## src/rtl/clock_period_meter.sv

```systemverilog
// clock_period_meter
// Measures the period and high time of a slow asynchronous square wave,
// counted in i_clk cycles. The results are reported once per input period.
// The first rise after arming only starts a measurement, so a partial
// first period is never reported.

module clock_period_meter #(
  parameter int COUNT_WIDTH = 16,
  parameter int SYNC_STAGES = 2
) (
  input  logic                   i_clk,
  input  logic                   i_reset,
  input  logic                   i_enable,
  input  logic                   i_sig,
  output logic [COUNT_WIDTH-1:0] o_period,
  output logic [COUNT_WIDTH-1:0] o_high_time,
  output logic                   o_valid,
  output logic                   o_overflow,
  output logic                   o_busy
);

  typedef enum logic [1:0] {
    ST_IDLE     = 2'd0,
    ST_ARM_LOW  = 2'd1,
    ST_ARM_EDGE = 2'd2,
    ST_MEASURE  = 2'd3
  } state_t;

  localparam logic [COUNT_WIDTH-1:0] CNT_MAX  = {COUNT_WIDTH{1'b1}};
  localparam logic [COUNT_WIDTH-1:0] CNT_ZERO = {COUNT_WIDTH{1'b0}};
  localparam logic [COUNT_WIDTH-1:0] CNT_ONE  = {{(COUNT_WIDTH-1){1'b0}}, 1'b1};

  state_t                 r_state;
  state_t                 w_state_next;
  logic [SYNC_STAGES-1:0] r_sync;
  logic                   r_s_prev;
  logic [COUNT_WIDTH-1:0] r_cnt;
  logic [COUNT_WIDTH-1:0] r_hcnt;
  logic [COUNT_WIDTH-1:0] w_cnt_next;
  logic [COUNT_WIDTH-1:0] w_hcnt_next;
  logic                   w_s;
  logic                   w_rise;
  logic                   w_quiet_low;
  logic                   w_load;
  logic                   w_ovf_set;

  assign w_s    = r_sync[SYNC_STAGES-1];
  assign w_rise = w_s & ~r_s_prev;

  // The input counts as settled low only once the whole synchroniser chain
  // and the previous sample are low. The chain is cleared by reset, so an
  // input that is already high at reset release would otherwise look like a
  // fresh rise and arm on a partial period.
  assign w_quiet_low = (r_sync == {SYNC_STAGES{1'b0}}) & ~r_s_prev;

  // Synchroniser chain and previous-sample flop for rising-edge detection.
  always_ff @(posedge i_clk) begin
    if (!i_reset) begin
      r_sync   <= {SYNC_STAGES{1'b0}};
      r_s_prev <= 1'b0;
    end else begin
      r_sync   <= {r_sync[SYNC_STAGES-2:0], i_sig};
      r_s_prev <= w_s;
    end
  end

  // FSM state register.
  always_ff @(posedge i_clk) begin
    if (!i_reset) begin
      r_state <= ST_IDLE;
    end else begin
      r_state <= w_state_next;
    end
  end

  // Next-state and counter-update logic. Dropping i_enable wins in every state.
  always_comb begin
    w_state_next = r_state;
    w_cnt_next   = r_cnt;
    w_hcnt_next  = r_hcnt;
    w_load       = 1'b0;
    w_ovf_set    = 1'b0;
    if (!i_enable) begin
      w_state_next = ST_IDLE;
      w_cnt_next   = CNT_ZERO;
      w_hcnt_next  = CNT_ZERO;
    end else begin
      case (r_state)
        ST_IDLE: begin
          w_state_next = ST_ARM_LOW;
          w_cnt_next   = CNT_ZERO;
          w_hcnt_next  = CNT_ZERO;
        end
        ST_ARM_LOW: begin
          if (w_quiet_low) begin
            w_state_next = ST_ARM_EDGE;
          end else begin
            w_state_next = ST_ARM_LOW;
          end
        end
        ST_ARM_EDGE: begin
          if (w_rise) begin
            w_state_next = ST_MEASURE;
            w_cnt_next   = CNT_ONE;
            w_hcnt_next  = CNT_ONE;
          end else begin
            w_state_next = ST_ARM_EDGE;
          end
        end
        ST_MEASURE: begin
          if (w_rise) begin
            // A rise with cnt at all-ones is still a valid full-range period.
            w_load      = 1'b1;
            w_cnt_next  = CNT_ONE;
            w_hcnt_next = CNT_ONE;
          end else if (r_cnt == CNT_MAX) begin
            // Period too long: flag it and wait for a fresh rise.
            w_ovf_set    = 1'b1;
            w_state_next = ST_ARM_EDGE;
            w_cnt_next   = CNT_ZERO;
            w_hcnt_next  = CNT_ZERO;
          end else begin
            w_cnt_next = r_cnt + CNT_ONE;
            if (w_s) begin
              w_hcnt_next = r_hcnt + CNT_ONE;
            end else begin
              w_hcnt_next = r_hcnt;
            end
          end
        end
        default: begin
          w_state_next = ST_IDLE;
          w_cnt_next   = CNT_ZERO;
          w_hcnt_next  = CNT_ZERO;
        end
      endcase
    end
  end

  // Counters and registered outputs. Results are kept across disable.
  always_ff @(posedge i_clk) begin
    if (!i_reset) begin
      r_cnt       <= CNT_ZERO;
      r_hcnt      <= CNT_ZERO;
      o_period    <= CNT_ZERO;
      o_high_time <= CNT_ZERO;
      o_valid     <= 1'b0;
      o_overflow  <= 1'b0;
      o_busy      <= 1'b0;
    end else begin
      r_cnt   <= w_cnt_next;
      r_hcnt  <= w_hcnt_next;
      o_valid <= w_load;
      o_busy  <= (w_state_next != ST_IDLE);
      if (w_load) begin
        o_period    <= r_cnt;
        o_high_time <= r_hcnt;
        o_overflow  <= 1'b0;
      end else if (w_ovf_set) begin
        o_overflow  <= 1'b1;
      end else begin
        o_overflow  <= o_overflow;
      end
    end
  end

endmodule

```

## config.mk

```make
export PLATFORM = sky130hd
export DESIGN_NAME = clock_period_meter
export DESIGN_NICKNAME = d
export VERILOG_FILES = /design/src/rtl/clock_period_meter.sv
export SDC_FILE = /design/constraint.sdc
export NUM_CORES = 1
export LEC_CHECK = 0
export CELL_PAD_IN_SITES_DETAIL_PLACEMENT = 1
export CELL_PAD_IN_SITES_GLOBAL_PLACEMENT = 1
export CORE_ASPECT_RATIO = 0.8
export CORE_UTILIZATION = 41
export DETAILED_ROUTE_END_ITERATION = 6
export GPL_TIMING_DRIVEN = 0
export PLACE_DENSITY_LB_ADDON = 0.1
export REMOVE_ABC_BUFFERS = 1
export SLEW_MARGIN = 30
export SYNTH_ARGS = -nofsm -noshare
export SYNTH_HDL_FRONTEND = slang
export SYNTH_SLANG_ARGS = --single-unit
```

## constraint.sdc

```tcl
create_clock -name i_clk -period 2.45 [get_ports i_clk]
set_clock_uncertainty 0.15 [all_clocks]
set_input_delay 0.3675 -clock i_clk [delete_from_list [all_inputs] [get_ports i_clk]]
set_output_delay 0.3675 -clock i_clk [all_outputs]
set_load 0.01 [all_outputs]
```

# Yosys cells after proc, flatten, opt, wreduce, memory -nomap -nowiden
# Index checks and enable logic that the tools add are counted.
[totals] register_bits=72 inputBits=4 elab_cells=51
[classes] add_sub_neg=2 n_eq_ne=6 mux=21 bitwise=4 reduce_logical=8
[op_table] cell="$mux W16" count=6
[op_table] cell="$pmux W16 S3" count=2
[op_table] cell="$add A16 B1 Y16 const B" count=2
[op_table] cell="$eq A16 B16 Y1 const B" count=1
[op_table] cell="$mux W1" count=8
[op_table] cell="$mux W2" count=4
[op_table] cell="$pmux W2 S4" count=1
[op_table] cell="$eq A2 B2 Y1 const B" count=2
[op_table] cell="$logic_not A2 Y1" count=2
[op_table] cell="$ne A4 B4 Y1 const B" count=1
[op_table] cell="$reduce_and A2 Y1" count=2
[op_table] cell="$reduce_and A3 Y1" count=1
[op_table] cell="$reduce_bool A3 Y1" count=1
[op_table] cell="$and A1 B1 Y1" count=2
[op_table] cell="$eq A2 B1 Y1 const B" count=1
[op_table] cell="$ne A2 B2 Y1 const B" count=1
[op_table] cell="$not A1 Y1" count=2
[op_table] cell="$reduce_bool A2 Y1" count=1
[op_table] cell="$reduce_or A2 Y1" count=1

# Longest topological paths before layout
[depth] word_depth=6 depth_mapped=8 depth_no_buf=6

# Worst setup path after synthesis
# Ideal clock, no wire load.
[synth_path] path_kind="register to register" start="register r_state[1]" end="register r_cnt[7]" setup_ps=66 t_arrival_ps=1794 required_ps=2234 setup_slack_ps=440 stages_incl_launch_ff=7 path_buffers=1 period_less_slack_ps=2010 cell_sequence="dfxtp_1 -> buf_2 -> nor2b_4 -> a2111oi_4 -> nand3_2 -> or4b_4 -> a21oi_2"
[synth_between] elab_chain_cells=3
[synth_lines] item="start: declaration" line="33" rtl="state_t r_state;"
[synth_lines] item="start signal: assignment" line="72" rtl="r_state <= w_state_next;"
[synth_lines] item="$eq A2 B2 Y1 or $logic_not A2 Y1 (tied branches)" line="88" rtl="case (r_state)"
[synth_lines] item="$ne A2 B2 Y1 (no line) or $reduce_bool A3 Y1 (tied branches)"
[synth_lines] item="$reduce_and A2 Y1 (no line)"
[synth_lines] item="end signal: assignment" line="151" rtl="r_cnt <= w_cnt_next;"
[synth_lines] item="end: declaration" line="37" rtl="logic [COUNT_WIDTH-1:0] r_cnt;"
# Several ways; a longest one is shown, not always the timed one.
# A chain may end at the register's enable or synchronous reset.

# Worst setup path after layout
[layout_path] start="register r_cnt[4]" end="register r_hcnt[13]"
[layout_between] elab_chain_cells=4
[layout_lines] item="$eq A16 B16 Y1 *" line="116" rtl="end else if (r_cnt == CNT_MAX) begin"
[layout_lines] item="$mux W16" line="116"
[layout_lines] item="$mux W16" line="111" rtl="if (w_rise) begin"
[layout_lines] item="$pmux W16 S3" line="88"
[layout_lines] item="end signal: assignment" line="152" rtl="r_hcnt <= w_hcnt_next;"
[layout_lines] item="end: declaration" line="38" rtl="logic [COUNT_WIDTH-1:0] r_hcnt;"
# Every way passes the cells marked *; elsewhere a longest branch is shown, timed or not.

==> results.toml <==
[layout]
fin_area_um2 = 3820
mostFrequentLayoutCell = "nand2_1"
nNetsFinal = 413
drive_gt1_frac = 0.0827
diodes = 0
final_cell_mix = "nand2_1 (84), dfxtp_1 (72), clkdlybuf4s50_1 (37)"
area_growth_pct = 20.9
nFillCells = 903

[logic_synthesis]
synth_area_um2 = 3160
synth_ff_type = "dfxtp_1"
synth.avg_cell_area_um2 = 8.37
yosysSeqAreaShare = 0.457
ys_types = 48
yosysTopAreaCell = "dfxtp_1"
ys_seq_elements = 72
async_flop_share = 0
synth_area_leaders = "dfxtp_1 (46%), nand2_1 (10%), a21boi_0 (7.6%)"
synth_top_area_share = 0.457
ys_warn_count = 0
netlist_instances = 377
synth-edff-count = 0

[sta]
setup_violations = 0
report.final.slew_viol_count = 0
holdWs_ps = 313
min_period_ps = 2310
worst_slew_pin_slew_ps = 759
max_slew_margin = 0.494
period_share = 0.941
fmax_ghz = 0.434
rsz0062_at_grt = "false"
finalHoldViolations = 0
setup_tns_ps = 0

[drt]
drc = 0
first_iter_violations = 72
ant_nets = 0
viasPerCell = 5.30
num_vias = 2735
wl_per_cell_um = 15.1
first_pass_iters = 4
routed_wl_um = 7790

[placed_design]
dp_hpwl_um = 4950
io_buffers = 38
gp_congestion = 0.793
placedInstanceArea_um2 = 3580

[clock_tree]
cts_sinks = 72
root_buffer = "clkbuf_8"
cts_tree = "done"
clk_latency_ps = 350
cts_buffers = 9
cts_buffer_depth = 2
clk_pin_slew_worst_paths_ps = 70
h-tree-depth = 3

[worst_setup_path]
r2r_end = "r_hcnt[13]"
criticalPathCategory = "reg -> reg"
worstPathArrival_ps = 2430
crit_chain = "nand4_1, nor4_4, a2bb2oi_4, or4_1, a21oi_1"
cp_slowest_cell = "or4_1"
end_kind = "flip-flop"
timing.rr.start = "r_cnt[4]"
critPathMaxStageDelay_ps = 550
cp_data_required_time_ps = 2580
r2r_slack_ps = 140
ff2ff_path_depth = 5
critPathLaunchType = "flip-flop"
worstPathMaxFanout = 26

[power_and_ir_drop]
clock_power_share = 0.425
ir_worst_vdd_v = 0.000301
p_sw_frac = 0.226
p_comb_frac = 0.033
leakage_nw = 1.19
p_switching_mw = 0.493
p_seq_frac = 0.541
power.density_nw_per_um2 = 571
p_int_mw = 1.69

[floorplanning]
rows = 28
core_area_um2 = 7430
io_pins = 39
dieArea_um2 = 8060
die_y_um = 80.5
initial_core_util = 0.425
die_w_um = 100

[worst_hold_path]
holdPathStages = 2
min_path_type = "reg -> reg"
holdPathEnd = "o_high_time[2]"
hp-start = "o_high_time[2]"

[global_routing]
grt_max_degree = 39
overflow = 0
grt_pass1_wl_um = 13300
track_usage = 0.214
first_global_vias = 2758
antenna_found_initial = 0

[run_status]
outcome = "completed"

[run]
drv_cap = 0
Yosys cell counts (all sizes together) (4+ instances only):
master  count
nand4       8
o31ai       4
or3         9
a21oi      22
o21ai      13
and2        6
nor2       21
inv         7
nand3      14
buf         6
dfxtp      72
and3        6
xor2        5
and4        4
clkbuf     16
a21boi     32
nand2      84
state kept, by name (all words and copies together), names as in the netlist:
| signal | cells |
|---|---|
| o_high_time | 16 |
| o_period | 16 |
| o_valid | 1 |
| r_cnt | 16 |
| o_overflow | 1 |
| r_s_prev | 1 |
| r_sync | 2 |
| o_busy | 1 |
| r_hcnt | 16 |
| r_state | 2 |
power by group through the flow:
stage / Sequential, mW / Combinational [mW] / Clock (mW)
CTS: 1.18 / 0.0693 / 0.953
floorplan: 1.21 / 0.0411 / 0
detailed placement: 1.21 / 0.0687 / 0
global placement: 1.21 / 0.0689 / 0
finish: 1.18 / 0.0729 / 0.928
global route: 1.18 / 0.0805 / 1.00
per-layer routing:
metal	part of all wire	GRT usage
met5	0	0
met4	0.0095	0.0638
met3	0.027	0.0540
met2	0.46	0.354
met1	0.51	0.275
worst max-delay path by stage:
stage / end / slack, ps / startpoint / cells after the start
2_1_floorplan: r_hcnt[13] / -70 / r_cnt[0] / 6
3_3_place_gp: r_cnt[14] / -1250 / i_reset / 5
3_5_place_dp: r_hcnt[13] / -350 / r_cnt[0] / 6
4_1_cts: r_hcnt[13] / 4 / r_state[1] / 5
5_1_grt: r_hcnt[13] / 20 / r_cnt[12] / 5
6_report: r_hcnt[13] / 140 / r_cnt[4] / 5
layout make-up:
class / instances / area (um^2) / area share
Timing Repair Buffer: 41 / 400 / 0.105
Clock buffer: 11 / 141 / 0.0370
Tap cell: 105 / 131 / 0.0344
Sequential cell: 72 / 1440 / 0.378
Clock inverter: 4 / 45.0 / 0.0118
Multi-Input combinational cell: 276 / 1630 / 0.427
Inverter: 7 / 26.3 / 0.00688
metrics by stage:
stage	power [mW]	cells	util	worst slack (ps)
2_1_floorplan	1.25	355	-	-74.7
3_3_place_gp	1.28	498	0.481	-1250
3_5_place_dp	1.28	498	0.482	-354
4_1_cts	2.20	515	0.510	4.12
5_1_grt	2.27	516	0.514	18.0
6_report	2.18	516	0.514	145
what timing repair did:
action / 4_1_cts / 5_1_grt
setup endpoints to repair: 26 / 21
gates resized for setup: 1 / 4
hold buffers: 0 / 0
pin swaps: 1 / 1
setup buffers: 2 / 1
cell families after synthesis:
family                     synth area share
buffers and inverters                0.0388
xor gates and xnor gates             0.0222
muxes                               0.00357
AOI/OAI and AO/OA                     0.206
and+or+nand+nor                       0.265
adders and majority gates           0.00793
DFF                                   0.457
worst max-delay path, delay by kind of cell, from the launching register on:
family | cells | cell delay (ps)
compound gates | 2 | 370
flops | 1 | 490
simple gates | 3 | 1210
Note: power is estimated with default switching activity, not from simulation.
